===== src/rtl/uart_rx_ovs_if.sv =====
// rtl/uart_rx_ovs_if.sv - received-word handshake bundle between the UART receiver and its consumer
//
// Signals:
//   rx_data    received word, LSB first on the line
//   rx_valid   rx_data and the status flags are valid
//   rx_ready   consumer accepts the word
//   frame_err  stop bit sampled low (qualified by rx_valid)
//   parity_err parity mismatch (qualified by rx_valid)
//   overrun    one-cycle pulse: a completed frame was dropped
// Modports: master = receiver side, slave = consumer side.
interface uart_rx_ovs_if #(
  parameter int DATA_W = 8
);
  logic [DATA_W-1:0] rx_data;
  logic              rx_valid;
  logic              rx_ready;
  logic              frame_err;
  logic              parity_err;
  logic              overrun;

  modport master (
    output rx_data, rx_valid, frame_err, parity_err, overrun,
    input  rx_ready
  );

  modport slave (
    input  rx_data, rx_valid, frame_err, parity_err, overrun,
    output rx_ready
  );
endinterface


===== src/rtl/uart_rx_ovs.sv =====
// rtl/uart_rx_ovs.sv - oversampling UART receiver with majority-vote bit decisions
//
// Optional feature macro: UART_RX_PARITY_EN adds an even-parity bit after the data bits.
//
// Ports:
//   clk    system clock
//   rst    asynchronous active-high reset
//   rxd    asynchronous serial line, idles high
//   busy   receiver FSM is not in IDLE
//   rx_if  uart_rx_ovs_if.master: rx_data/rx_valid/rx_ready/frame_err/parity_err/overrun
module uart_rx_ovs #(
  parameter int CLK_FREQ = 100_000_000,
  parameter int BAUD     = 38400,
  parameter int OVS      = 8,
  parameter int DATA_W   = 8
) (
  input  logic           clk,
  input  logic           rst,
  input  logic           rxd,
  output logic           busy,
  uart_rx_ovs_if.master  rx_if
);

  localparam int DIV   = CLK_FREQ / (BAUD * OVS);
  localparam int DIV_W = (DIV > 1) ? $clog2(DIV) : 1;
  localparam int SMP_W = $clog2(OVS);
  localparam int BIT_W = $clog2(DATA_W);

  // Sample-count landmarks within one bit; SMP_END wraps modulo OVS (0 when OVS=4).
  localparam logic [SMP_W-1:0] SMP_V0   = SMP_W'(OVS / 2 - 1);
  localparam logic [SMP_W-1:0] SMP_V1   = SMP_W'(OVS / 2);
  localparam logic [SMP_W-1:0] SMP_V2   = SMP_W'(OVS / 2 + 1);
  localparam logic [SMP_W-1:0] SMP_END  = SMP_W'(OVS / 2 + 2);
  localparam logic [SMP_W-1:0] SMP_LAST = SMP_W'(OVS - 1);
  localparam logic [DIV_W-1:0] DIV_LAST = DIV_W'(DIV - 1);
  localparam logic [BIT_W-1:0] BIT_LAST = BIT_W'(DATA_W - 1);

  typedef enum logic [2:0] {
    IDLE,
    START,
    DATA,
    STOP
`ifdef UART_RX_PARITY_EN
    , PARITY
`endif
  } state_t;

  state_t            state_q;
  logic              rxd_s1_q, rxd_s2_q;
  logic [DIV_W-1:0]  div_q;
  logic [SMP_W-1:0]  smp_q;
  logic [BIT_W-1:0]  bit_q;
  logic [DATA_W-1:0] shift_q;
  logic              v0_q, v1_q;
  logic              ferr_pend_q;
  logic              busy_q;
  logic [DATA_W-1:0] data_q;
  logic              valid_q;
  logic              ferr_q;
  logic              ovr_q;
  logic              tick;
  logic              vote;

  // Two-flop synchronizer; resets to the idle line level so reset never looks like a start bit.
  always_ff @(posedge clk or posedge rst) begin
    if (rst) begin
      rxd_s1_q <= 1'b1;
      rxd_s2_q <= 1'b1;
    end else begin
      rxd_s1_q <= rxd;
      rxd_s2_q <= rxd_s1_q;
    end
  end

  // Free-running oversampling divider.
  always_ff @(posedge clk or posedge rst) begin
    if (rst) begin
      div_q <= '0;
    end else if (div_q == DIV_LAST) begin
      div_q <= '0;
    end else begin
      div_q <= div_q + 1'b1;
    end
  end

  assign tick = (div_q == DIV_LAST);

  // Majority of the two stored samples and the live third sample; only used at SMP_V2.
  assign vote = (v0_q & v1_q) | (v0_q & rxd_s2_q) | (v1_q & rxd_s2_q);

`ifdef UART_RX_PARITY_EN
  logic perr_pend_q;
  logic perr_q;
  assign rx_if.parity_err = perr_q;
`else
  assign rx_if.parity_err = 1'b0;
`endif

  always_ff @(posedge clk or posedge rst) begin
    if (rst) begin
      state_q     <= IDLE;
      smp_q       <= '0;
      bit_q       <= '0;
      shift_q     <= '0;
      v0_q        <= 1'b0;
      v1_q        <= 1'b0;
      ferr_pend_q <= 1'b0;
      busy_q      <= 1'b0;
      data_q      <= '0;
      valid_q     <= 1'b0;
      ferr_q      <= 1'b0;
      ovr_q       <= 1'b0;
`ifdef UART_RX_PARITY_EN
      perr_pend_q <= 1'b0;
      perr_q      <= 1'b0;
`endif
    end else begin
      ovr_q <= 1'b0;
      // A load later in this block overrides this clear, keeping rx_valid high.
      if (valid_q && rx_if.rx_ready) valid_q <= 1'b0;
      if (tick) begin
        smp_q <= smp_q + 1'b1;
        if (smp_q == SMP_V0) v0_q <= rxd_s2_q;
        if (smp_q == SMP_V1) v1_q <= rxd_s2_q;
        case (state_q)
          IDLE: begin
            if (!rxd_s2_q) begin
              smp_q   <= '0;
              state_q <= START;
              busy_q  <= 1'b1;
            end
          end
          START: begin
            if (smp_q == SMP_V2 && vote) begin
              state_q <= IDLE;
              busy_q  <= 1'b0;
            end else if (smp_q == SMP_LAST) begin
              state_q <= DATA;
              bit_q   <= '0;
            end
          end
          DATA: begin
            if (smp_q == SMP_V2) shift_q <= {vote, shift_q[DATA_W-1:1]};
            if (smp_q == SMP_LAST) begin
              if (bit_q == BIT_LAST) begin
`ifdef UART_RX_PARITY_EN
                state_q <= PARITY;
`else
                state_q <= STOP;
`endif
              end else begin
                bit_q <= bit_q + 1'b1;
              end
            end
          end
`ifdef UART_RX_PARITY_EN
          PARITY: begin
            if (smp_q == SMP_V2) perr_pend_q <= vote ^ (^shift_q);
            if (smp_q == SMP_LAST) state_q <= STOP;
          end
`endif
          STOP: begin
            if (smp_q == SMP_V2) ferr_pend_q <= ~vote;
            // Leave one tick after the vote so the next start edge is seen on time.
            if (smp_q == SMP_END) begin
              state_q <= IDLE;
              busy_q  <= 1'b0;
              if (!valid_q || rx_if.rx_ready) begin
                data_q  <= shift_q;
                ferr_q  <= ferr_pend_q;
                valid_q <= 1'b1;
`ifdef UART_RX_PARITY_EN
                perr_q  <= perr_pend_q;
`endif
              end else begin
                ovr_q <= 1'b1;
              end
            end
          end
          default: begin
            state_q <= IDLE;
            busy_q  <= 1'b0;
          end
        endcase
      end
    end
  end

  assign busy            = busy_q;
  assign rx_if.rx_data   = data_q;
  assign rx_if.rx_valid  = valid_q;
  assign rx_if.frame_err = ferr_q;
  assign rx_if.overrun   = ovr_q;

endmodule


===== src/flat_wrapper.sv =====
// flat-port wrapper written by rule: the top's interface ports become plain ports
module uart_rx_ovs_flat 
#(
  parameter int CLK_FREQ = 100_000_000,
  parameter int BAUD     = 38400,
  parameter int OVS      = 8,
  parameter int DATA_W   = 8
)
  (clk, rst, rxd, busy, rx_if_rx_data, rx_if_rx_valid, rx_if_frame_err, rx_if_parity_err, rx_if_overrun, rx_if_rx_ready);
  uart_rx_ovs_if #(.DATA_W(DATA_W)) rx_if_i ();
  input  logic clk;
  input  logic rst;
  input  logic rxd;
  output logic busy;
  output wire logic [$bits(rx_if_i.rx_data)-1:0] rx_if_rx_data;
  output wire logic [$bits(rx_if_i.rx_valid)-1:0] rx_if_rx_valid;
  output wire logic [$bits(rx_if_i.frame_err)-1:0] rx_if_frame_err;
  output wire logic [$bits(rx_if_i.parity_err)-1:0] rx_if_parity_err;
  output wire logic [$bits(rx_if_i.overrun)-1:0] rx_if_overrun;
  input wire logic [$bits(rx_if_i.rx_ready)-1:0] rx_if_rx_ready;
  assign rx_if_rx_data = rx_if_i.rx_data;
  assign rx_if_rx_valid = rx_if_i.rx_valid;
  assign rx_if_frame_err = rx_if_i.frame_err;
  assign rx_if_parity_err = rx_if_i.parity_err;
  assign rx_if_overrun = rx_if_i.overrun;
  assign rx_if_i.rx_ready = rx_if_rx_ready;
  uart_rx_ovs #(.CLK_FREQ(CLK_FREQ), .BAUD(BAUD), .OVS(OVS), .DATA_W(DATA_W)) u_core (.clk(clk), .rst(rst), .rxd(rxd), .busy(busy), .rx_if(rx_if_i));
endmodule

===== config.mk =====
export PLATFORM = sky130hd
export DESIGN_NAME = uart_rx_ovs_flat
export DESIGN_NICKNAME = d
export VERILOG_FILES = /design/src/rtl/uart_rx_ovs_if.sv /design/src/rtl/uart_rx_ovs.sv /design/src/flat_wrapper.sv
export SDC_FILE = /design/constraint.sdc
export NUM_CORES = 1
export LEC_CHECK = 0
export ABC_CLOCK_PERIOD_IN_PS = 5200
export CORE_AREA = 2 2 71 73
export CTS_CLUSTER_DIAMETER = 200
export DETAILED_ROUTE_END_ITERATION = 10
export DIE_AREA = 0 0 73 75
export GPL_ROUTABILITY_DRIVEN = 0
export PLACE_DENSITY = 0.62
export SYNTH_ARGS = -nofsm -noshare
export SYNTH_HDL_FRONTEND = slang
export SYNTH_SLANG_ARGS = --single-unit
export TNS_END_PERCENT = 5

===== constraint.sdc =====
create_clock -name clk -period 5.2 [get_ports clk]
set_clock_uncertainty 0.1 [all_clocks]
set_input_delay 1.56 -clock clk [delete_from_list [all_inputs] [get_ports clk]]
set_output_delay 1.56 -clock clk [all_outputs]
set_load 0.02 [all_outputs]

==> run metrics, run 1 <==
result of the run finished, final reports clean; count of yosys warnings during synthesis 0; end point of the critical path rx_if_rx_data[6]; R2R Setup Slk roughly 2800 ps; Crit Reg-Reg Startpoint u_core.div_q[5]$_DFF_PP0_; crit path cell chain clkdlybuf4s50_1; remaining antenna violation count after routing 0; Top delay family on crit path buffers and inverters; share of synthesized registers carrying an async set or reset 100%; area fraction of the dominant cell type after synthesis between 40% and 50%; total detailed-routing wirelength about 3200 microns; remaining design rule violation count 0; synthesized area ~2000 sq um; number of sinks handled by clock tree synthesis 42; maximum root-to-sink buffer count 2; area of all placed cells without fillers 2370 sq um; count of cells resized by post-cts repair 0; logic depth of the worst path, buffers included 1; Yosys reg bits 42; Overflow after GRT 0; violation count after the first detailed-routing iteration 53; vias in the first global route approximately 1.2k; tightest slew margin relative to the limit just over 50%; crit-path max cell delay ~610 ps; total number of nets in the final design around 200; root buf cell sky130_fd_sc_hd__clkbuf_8; pin count of the biggest net entering global routing 43; most common cell in the netlist sky130_fd_sc_hd__dfrtp_1; register area share after synthesis approximately half; vias post-DR roughly 1.2k; number of stages on the worst hold path 0; utilization after layout between 50% and 60%; Core Area approximately 4700 sq um; setup repair after global routing missed its margin no; number of buffers inserted during clock tree synthesis 5; Post-synth EDFFs 0; top cells by count, synth sky130_fd_sc_hd__dfrtp_1 (40), sky130_fd_sc_hd__ha_1 (14), sky130_fd_sc_hd__mux2_2 (13); Initial Utilization a little over two fifths; critical path launch point type register; Crit path arrival time 1250 ps; power per standard cell area roughly 270 nW/um^2; Setup-failing EPs final 0; syn avg cell area about 12 sq um; critical path class reg2out; Die Y between 70 and 80 microns; Primary FF master, synth sky130_fd_sc_hd__dfrtp_1; maximum level of the CTS H-tree 2; global-route total usage across every layer 13.5%; routed wirelength normalized by instance count between 10 and 15 microns; Area contributors post-synth sky130_fd_sc_hd__dfrtp_1 (49%), sky130_fd_sc_hd__ha_1 (8.6%), sky130_fd_sc_hd__mux2_2 (7.2%); initial antenna violation count 0; CP bufs+invs 1; time the final worst path needs with I/O delays and setup ~2900 ps; placement-stage cell area roughly 2200 sq um; Std-Cell Rows 25; area enclosed by the die boundary between 5000 and 6000 sq um; layout cell share with drive strength beyond 1 20.9%; path depth of the worst reg2reg path 4; # diodes 0; type of the worst min-delay path reg2reg; port buffer count 15; number of max-capacitance violations reported 0; placed cells roughly 230; Die Width approximately 73 microns; half-perimeter wire length of the detailed placement result 2410 microns; Clock Latency Late Sink ~280 ps; worst supply voltage drop on vdd ~0.14 mV; final worst path period share 55.9%; number of instances in the synthesized netlist 163; first-pass iteration count of the detailed router 4; largest fanout on the critical path 2; synthesis-to-finish area growth 16.2%; synthesized net count roughly 180; Tightest Pin Transition between 700 and 800 ps; count of endpoints failing hold in the final timing report 0; library cell contributing the largest single delay on the critical path sky130_fd_sc_hd__clkdlybuf4s50_1; Pwr Total approximately 0.00065 W; post-synthesis cell type count 38; element type at the critical path end primary output; worst path required time around 3500 ps; # Post-CTS Setup Buffers 0; Crit Reg-Reg Endpoint u_core.shift_q[1]$_DFFE_PP0P_; clk slew on worst S/H paths 80 ps; total leakage power about 1.1 nW; first-pass GRT wire length around 5600 microns; total negative slack 0 ps; TritonCTS clock tree yes; Peak Freq around 340 MHz; worst setup path start u_core.rx_if.rx_data[6]$_DFFE_PP0P_; Top-Level Pins 17; cell type contributing the most total cell area after synthesis sky130_fd_sc_hd__dfrtp_1; count of hold buffers inserted by post-cts repair 0; final std cells w/o fill 236; Vias/cell 5.13; number of pins exceeding their max-slew limit in the final report 0
[report_power, final]
group          leakage (nW)   total, W  internal, W  switching, W
Sequential            0.566   0.000328     0.000328   0.000000555
Clock                0.0714   0.000311     0.000205      0.000107
Combinational         0.496  0.0000104   0.00000295    0.00000740
[per-layer routing]
| metal | global-route usage (%) | vias to the layer above | wire (microns) |
|---|---|---|---|
| li1 | - | 586 | - |
| met1 | 16.7 | 597 | 1480 |
| met2 | 22.7 | 23 | 1610 |
| met3 | 3.75 | 5 | 116 |
| met4 | 4.94 | 0 | 34 |
| met5 | 0 | - | 0 |
[cell usage in the layout (no fill, tap or decap), types with 2 or more instances in the layout]
cell type	count
sky130_fd_sc_hd__nand3_1	7
sky130_fd_sc_hd__dfstp_2	2
sky130_fd_sc_hd__ha_1	14
sky130_fd_sc_hd__clkbuf_8	6
sky130_fd_sc_hd__and2_1	2
sky130_fd_sc_hd__xor2_1	3
sky130_fd_sc_hd__nand2_1	9
sky130_fd_sc_hd__a21boi_0	2
sky130_fd_sc_hd__nand4_1	2
sky130_fd_sc_hd__bufinv_16	2
sky130_fd_sc_hd__and3_1	4
sky130_fd_sc_hd__nor2b_1	5
sky130_fd_sc_hd__clkdlybuf4s50_1	15
sky130_fd_sc_hd__o21ai_0	3
sky130_fd_sc_hd__mux2_2	13
sky130_fd_sc_hd__mux2i_1	3
sky130_fd_sc_hd__mux2_4	8
sky130_fd_sc_hd__xnor2_1	4
sky130_fd_sc_hd__dfrtp_1	40
sky130_fd_sc_hd__inv_1	12
sky130_fd_sc_hd__nor2_1	8
[worst min-delay path by stage]
stage,start,endpoint,slack [ps]
6_report,u_core.rxd_s1_q$_DFF_PP1_,u_core.rxd_s2_q$_DFF_PP1_,260
5_1_grt,u_core.rxd_s1_q$_DFF_PP1_,u_core.rxd_s2_q$_DFF_PP1_,270
4_1_cts,u_core.rxd_s1_q$_DFF_PP1_,u_core.rxd_s2_q$_DFF_PP1_,260
3_5_place_dp,u_core.rxd_s1_q$_DFF_PP1_,u_core.rxd_s2_q$_DFF_PP1_,250
3_3_place_gp,u_core.rxd_s1_q$_DFF_PP1_,u_core.rxd_s2_q$_DFF_PP1_,250
2_1_floorplan,u_core.rxd_s1_q$_DFF_PP1_,u_core.rxd_s2_q$_DFF_PP1_,250
[final cells by class]
type                    instances  area (sq um)
fillers                       406          2290
flip-flops and latches         42          1050
multi-input cells             104           900
repair buffers                 16           158
clock buffers                   6          82.6
well taps                      54          67.6
clock inverters                 2          60.1
inverters                      12          45.0
[flip-flops by register name (all words and copies together), names as in the netlist, 2 cells and up]
signal,flops
u_core.rx_if.rx_data,8
u_core.shift_q,8
u_core.state_q,2
u_core.bit_q,3
u_core.smp_q,3
u_core.div_q,9
[per-stage QoR]
stage | hold slack (ps) | setup WS, ps
finish | 258 | 2290
CTS | 263 | 2270
global route | 273 | 2240
floorplan | 245 | 2570
global placement | 249 | 2300
detailed placement | 250 | 2260
[cells by family (layout without fill, tap and decap cells)]
kind of cell / after synthesis / after routing / share of synthesized area [%]
adder cells (fa/ha/maj): 15 / 15 / 9.10
multiplexers: 24 / 24 / 14.6
other: 1 / 1 / 0.184
AND/OR/NAND/NOR: 47 / 47 / 14.0
flip-flops: 42 / 42 / 51.8
AO/OA/AOI/OAI: 10 / 10 / 3.38
buffers and inverters: 17 / 36 / 4.06
XOR/XNOR: 7 / 7 / 3.01
(Power assumes the default switching activity.)
==> run 2, diff against run 1 <==
Settings changed: ABC_CLOCK_PERIOD_IN_PS 5200 to 3000.
Clock period 5.2 ns to 3 ns, I/O delays scaled along.
==> run 2 against run 1 <==
  * Utilization is 0.86 points lower
  * Non-clock buffer count increased by 1
  * Routed wire length is 1.9% higher
  * Register-to-register slack got worse by 1800 ps
  * First-iteration DRC count grew to 2.5 times the previous value
  * Clock power is 22% higher
  * Critical path depth did not move
  * Final area down 1.7%
  * Power up 48%
  * Die area did not move
  * Clock-buffer cell count is the same
  * Worst setup slack lost 1600 ps
  * Largest power group unchanged
==> run metrics, run 2 (synthesis gave the netlist of run 1 again) <==
register area 1050 sq um (unchanged); maximum level of the CTS H-tree 2 (unchanged); total detailed-routing wirelength 3290 microns (was 3230 microns); violation count after the first detailed-routing iteration 134 (was 53); area enclosed by the die boundary 5480 sq um (unchanged); critical path class reg2out (unchanged); CP bufs+invs 1 (unchanged); most common library cell in the layout ignoring fill and taps sky130_fd_sc_hd__dfrtp_1 (unchanged); largest fanout on the critical path 2 (unchanged); number of max-capacitance violations reported 0 (unchanged); result of the run finished, final reports clean (unchanged); clk slew on worst S/H paths 80 ps (about the same); global-route total usage across every layer 13.4% (was 13.5%); vias post-DR 1,233 (was 1,211); Tightest Pin Transition 514 ps (was 721 ps); number of sinks handled by clock tree synthesis 42 (unchanged); library cell contributing the largest single delay on the critical path sky130_fd_sc_hd__clkdlybuf4s50_1 (unchanged); number of buffers inserted during clock tree synthesis 5 (unchanged); count of endpoints failing hold in the final timing report 0 (unchanged); final std cells w/o fill 237 (was 236); TritonCTS clock tree yes (unchanged); pin count of the biggest net entering global routing 43 (unchanged); worst-case setup margin in the final layout 723 ps (was 2290 ps); synthesis-to-finish area growth 14.3% (was 16.2%); crit path cell chain clkdlybuf4s50_1 (unchanged); root buf cell sky130_fd_sc_hd__clkbuf_8 (unchanged); Initial Utilization 43.7% (unchanged); # diodes 0 (unchanged); element type at the critical path end primary output (unchanged); Overflow after GRT 0 (unchanged); Std-Cell Rows 25 (unchanged); tightest slew margin relative to the limit 65.7% (was 51.9%); type of the worst min-delay path reg2reg (unchanged); Pwr Total 0.000965 W (was 0.000650 W); power per standard cell area 415 nW/um^2 (was 275 nW/um^2); worst path required time 2000 ps (was 3540 ps); final worst path period share about three quarters; Vias/cell 5.20 (was 5.13); Top-Level Pins 17 (unchanged); crit-path max cell delay 620 ps (was 610 ps); layout cell share with drive strength beyond 1 21.3% (was 20.9%); Filler Cell Count 395 (was 406); Top delay family on crit path buffers and inverters (unchanged); commonest cells after routing, fill and taps aside sky130_fd_sc_hd__dfrtp_1 (40), sky130_fd_sc_hd__clkdlybuf4s50_1 (15), sky130_fd_sc_hd__ha_1 (14) (unchanged); footprint of the multi-input gates 900 sq um (unchanged); initial antenna violation count 0 (unchanged); count of cells resized by post-cts repair 0 (unchanged); maximum root-to-sink buffer count 2 (unchanged); remaining design rule violation count 0 (unchanged); Core Area 4660 sq um (unchanged); critical path launch point type register (unchanged); first-pass iteration count of the detailed router 4 (unchanged); Largest Register u_core.div_q (unchanged); Clock Latency Late Sink 290 ps (was 280 ps); count of hold buffers inserted by post-cts repair 0 (unchanged); # Post-CTS Setup Buffers 0 (unchanged); Die Y 75 microns (unchanged); half-perimeter wire length of the detailed placement result 2490 microns (was 2410 microns); number of pins exceeding their max-slew limit in the final report 0 (unchanged); first-pass GRT wire length 5550 microns (was 5610 microns); Worst Hold Slack 258 ps (about the same); vias in the first global route 1,230 (was 1,231); time the final worst path needs with I/O delays and setup approximately 2300 ps; max reg flops 9 (unchanged); port buffer count 15 (unchanged); Peak Freq around 440 MHz; total leakage power 1.11 nW (was 1.13 nW); total negative slack 0 ps (unchanged); setup repair after global routing missed its margin no (unchanged); Crit path arrival time 1280 ps (was 1250 ps); placed cells 229 (was 228); remaining antenna violation count after routing 0 (unchanged); routed wirelength normalized by instance count 13.9 microns (was 13.7 microns); Setup-failing EPs final 0 (unchanged); worst supply voltage drop on vdd 0.221 mV (was 0.144 mV); total number of nets in the final design 200 (was 199); dpl ws 730 ps (was 2260 ps); Die Width 73 microns (unchanged)
[run 2: cell types whose count changed in the layout (fill, tap and decap cells not counted)]
cell                         before  now
sky130_fd_sc_hd__clkinvlp_4       0    1
sky130_fd_sc_hd__buf_4            1    2
sky130_fd_sc_hd__bufinv_16        2    0
sky130_fd_sc_hd__clkinv_2         0    1
[run 2: per-layer routing]
metal  up-vias  global-route usage (%)  wire length [microns]
met4         0                    6.79                     73
met1       618                    16.6                   1520
met3         7                    2.81                    103
met2        23                    22.4                   1590
li1        585                       -                      -
met5         -                       0                      0
[run 2: through the flow]
stage / cell area, sq um / util (%)
2_1_floorplan: 2040 / -
3_3_place_gp: 2230 / 47.9
3_5_place_dp: 2230 / 47.9
4_1_cts: 2330 / 49.9
5_1_grt: 2330 / 49.9
6_report: 2330 / 49.9
[run 2: path summary, 6_finish.rpt]
| kind | to | depth (start not counted) | start | slack, ps |
|---|---|---|---|---|
| worst max-delay path | rx_if_rx_data[6] | 1 | u_core.rx_if.rx_data[6]$_DFFE_PP0P_ | 720 |
| worst min-delay path | u_core.rxd_s2_q$_DFF_PP1_ | 0 | u_core.rxd_s1_q$_DFF_PP1_ | 260 |
| worst max register to register | u_core.shift_q[6]$_DFFE_PP0P_ | 6 | u_core.div_q[0]$_DFF_PP0_ | 990 |
| worst min register to register | u_core.rxd_s2_q$_DFF_PP1_ | 0 | u_core.rxd_s1_q$_DFF_PP1_ | 260 |
| max in group asynchronous | u_core.rxd_s2_q$_DFF_PP1_ | 3 | rst | 1500 |
| min in group asynchronous | u_core.div_q[7]$_DFF_PP0_ | 3 | rst | 930 |
[run 2: final cells by class]
type | count | area share (%)
Clock buffer | 6 | 3.55
Sequential cell | 42 | 45.3
Tap cell | 54 | 2.90
Multi-Input combinational cell | 104 | 38.7
Clock inverter | 2 | 0.538
Timing Repair Buffer | 17 | 7.10
Inverter | 12 | 1.94
[run 2: power breakdown]
| part | total, W | switching, W | internal, W |
|---|---|---|---|
| Sequential | 0.000569 | 0.000000940 | 0.000568 |
| Combinational | 0.0000180 | 0.0000129 | 0.00000513 |
| Clock | 0.000378 | 0.000193 | 0.000185 |
[run 2: worst reg2reg max path, delay by kind of cell (launching register included)]
family	cells	cell delay [ps]
simple gates	3	880
flops	1	410
buf+inv	1	70
mux	1	310
fa+ha+maj	1	130
==> run 3, diff against run 2 <==
Settings changed: ABC_CLOCK_PERIOD_IN_PS 3000 to 2360.
Clock period 3 ns to 2.36 ns, I/O delays scaled along.
==> run 3 against run 2 <==
  * Final area grew 0.75%
  * Non-clock buffer count increased by 1
  * Power rose by 27%
  * Sequential power up 27%
  * Critical path depth unchanged
  * Largest power group unchanged
==> run metrics, run 3 (synthesis gave the netlist of run 1 again) <==
number of stages on the worst hold path 0 (unchanged); vias in the first global route 1,159 (was 1,230); TritonCTS clock tree yes (unchanged); P_int 0.000942 W (was 0.000758 W); root buf cell sky130_fd_sc_hd__clkbuf_8 (unchanged); number of max-capacitance violations reported 0 (unchanged); half-perimeter wire length of the detailed placement result 2440 microns (was 2490 microns); Crit path arrival time 1280 ps (about the same); total detailed-routing wirelength 3280 microns (was 3290 microns); routed wirelength normalized by instance count 13.8 microns (was 13.9 microns); # Post-CTS Setup Buffers 0 (unchanged); vias post-DR 1,226 (was 1,233); sequential fraction of design power 59.0% (about the same); Clock Latency Late Sink 300 ps (was 290 ps); utilization after layout 50.3% (was 49.9%); crit-path max cell delay 620 ps (about the same); Vias/cell 5.15 (was 5.20); worst path required time 1550 ps (was 2000 ps); crit path cell chain clkdlybuf4s50_1 (unchanged); remaining antenna violation count after routing 0 (unchanged); largest fanout on the critical path 2 (unchanged); R2R Setup Slk 330 ps (was 990 ps); Std-Cell Rows 25 (unchanged); count of cells resized by post-cts repair 0 (unchanged); final worst path period share around nine tenths; net switching component of the power 0.000283 W (was 0.000207 W); logic gate share of total power 2.1% (was 1.9%); critical path class reg2out (unchanged); worst min-delay path startpoint u_core.rxd_s1_q$_DFF_PP1_ (unchanged); Crit Reg-Reg Endpoint u_core.bit_q[0]$_DFFE_PP0P_ (was u_core.shift_q[6]$_DFFE_PP0P_); Die Width 73 microns (unchanged); critical path launch point type register (unchanged); Top delay family on crit path buffers and inverters (unchanged); Peak Freq 478 MHz; number of pins exceeding their max-slew limit in the final report 0 (unchanged); Top-Level Pins 17 (unchanged); type of the worst min-delay path reg2reg (unchanged); first-pass iteration count of the detailed router 4 (unchanged); library cell contributing the largest single delay on the critical path sky130_fd_sc_hd__clkdlybuf4s50_1 (unchanged); path depth of the worst reg2reg path 5 (was 6); Initial Utilization 43.7% (unchanged); number of sinks handled by clock tree synthesis 42 (unchanged); maximum root-to-sink buffer count 2 (unchanged); Die Y 75 microns (unchanged); most common library cell in the layout ignoring fill and taps sky130_fd_sc_hd__dfrtp_1 (unchanged); Setup-failing EPs final 0 (unchanged); Crit Reg-Reg Startpoint u_core.div_q[4]$_DFF_PP0_ (was u_core.div_q[0]$_DFF_PP0_); total number of nets in the final design 201 (was 200); count of endpoints failing hold in the final timing report 0 (unchanged); global-route total usage across every layer 13.8% (was 13.4%); Overflow after GRT 0 (unchanged); # diodes 0 (unchanged); first-pass GRT wire length 5680 microns (was 5550 microns); commonest cells after routing, fill and taps aside sky130_fd_sc_hd__dfrtp_1 (40), sky130_fd_sc_hd__clkdlybuf4s50_1 (15), sky130_fd_sc_hd__ha_1 (14) (unchanged); element type at the critical path end primary output (unchanged); power per standard cell area 523 nW/um^2 (was 415 nW/um^2); time the final worst path needs with I/O delays and setup approximately 2100 ps; result of the run finished, final reports clean (unchanged); clk slew on worst S/H paths 90 ps (was 80 ps); Largest Register u_core.div_q (unchanged); layout cell share with drive strength beyond 1 21.7% (was 21.3%); number of buffers inserted during clock tree synthesis 5 (unchanged); Core Area 4660 sq um (unchanged); initial antenna violation count 0 (unchanged); switching fraction of total power 23.1% (was 21.4%); violation count after the first detailed-routing iteration 78 (was 134); worst supply voltage drop on vdd 0.248 mV (was 0.221 mV); synthesis-to-finish area growth 15.1% (was 14.3%); remaining design rule violation count 0 (unchanged); share of total power in the clock network 38.9% (was 39.2%); setup repair after global routing missed its margin no (unchanged); area enclosed by the die boundary 5480 sq um (unchanged); maximum level of the CTS H-tree 2 (unchanged); port buffer count 15 (unchanged); max reg flops 9 (unchanged); destination of the worst hold path u_core.rxd_s2_q$_DFF_PP1_ (unchanged); total negative slack 0 ps (unchanged); count of hold buffers inserted by post-cts repair 0 (unchanged); total leakage power 1.12 nW (was 1.11 nW); pin count of the biggest net entering global routing 43 (unchanged); CP bufs+invs 1 (unchanged)
-- run 3: cell types whose count changed in the layout (fill, tap and decap cells not counted) --
cell	change
sky130_fd_sc_hd__buf_12	+1
sky130_fd_sc_hd__clkbuf_8	-1
sky130_fd_sc_hd__clkinv_2	-1
sky130_fd_sc_hd__clkinvlp_4	+1
sky130_fd_sc_hd__inv_6	+1
-- run 3: layer usage --
metal	vias up	global-route usage [%]	wire, microns
met1	610	19.2	1630
li1	588	-	-
met4	0	6.79	66
met3	6	3.61	115
met2	22	20.0	1470
met5	-	0	0
-- run 3: per-stage QoR --
| stage | instances | total power, W | hold slack [ps] | area, sq um | worst slack, ps |
|---|---|---|---|---|---|
| 6_report | 238 | 0.00123 | 255 | 2340 | 270 |
| 5_1_grt | 238 | 0.00128 | 248 | 2340 | 198 |
| 4_1_cts | 238 | 0.00124 | 257 | 2340 | 266 |
| 2_1_floorplan | 163 | 0.000752 | 245 | 2040 | 513 |
| 3_5_place_dp | 230 | 0.000765 | 249 | 2250 | 277 |
| 3_3_place_gp | 230 | 0.000764 | 249 | 2250 | 330 |
-- run 3: worst max-delay path by stage --
stage	start	to	depth (start not counted)
finish	u_core.rx_if.rx_data[6]$_DFFE_PP0P_	rx_if_rx_data[6]	1
global placement	rx_if_rx_ready	u_core.rx_if.rx_data[5]$_DFFE_PP0P_	4
detailed placement	rx_if_rx_ready	u_core.rx_if.rx_data[7]$_DFFE_PP0P_	4
floorplan	u_core.div_q[0]$_DFF_PP0_	u_core.shift_q[0]$_DFFE_PP0P_	8
CTS	u_core.rx_if.rx_data[6]$_DFFE_PP0P_	rx_if_rx_data[6]	1
global route	u_core.div_q[5]$_DFF_PP0_	u_core.bit_q[0]$_DFFE_PP0P_	5
-- run 3: power groups by stage --
| stage | Clock (W) | Combinational [W] | Sequential [W] |
|---|---|---|---|
| floorplan | 0 | 0.0000150 | 0.000737 |
| global placement | 0 | 0.0000265 | 0.000737 |
| detailed placement | 0 | 0.0000274 | 0.000738 |
| CTS | 0.000494 | 0.0000275 | 0.000723 |
| global route | 0.000525 | 0.0000303 | 0.000724 |
| finish | 0.000477 | 0.0000259 | 0.000723 |
-- run 3: final cells by class --
| type | count | area, sq um |
|---|---|---|
| inverters | 12 | 45.0 |
| well taps | 54 | 67.6 |
| clock inverters | 3 | 23.8 |
| repair buffers | 18 | 185 |
| fillers | 399 | 2320 |
| multi-input cells | 104 | 900 |
| flip-flops and latches | 42 | 1050 |
| clock buffers | 5 | 68.8 |
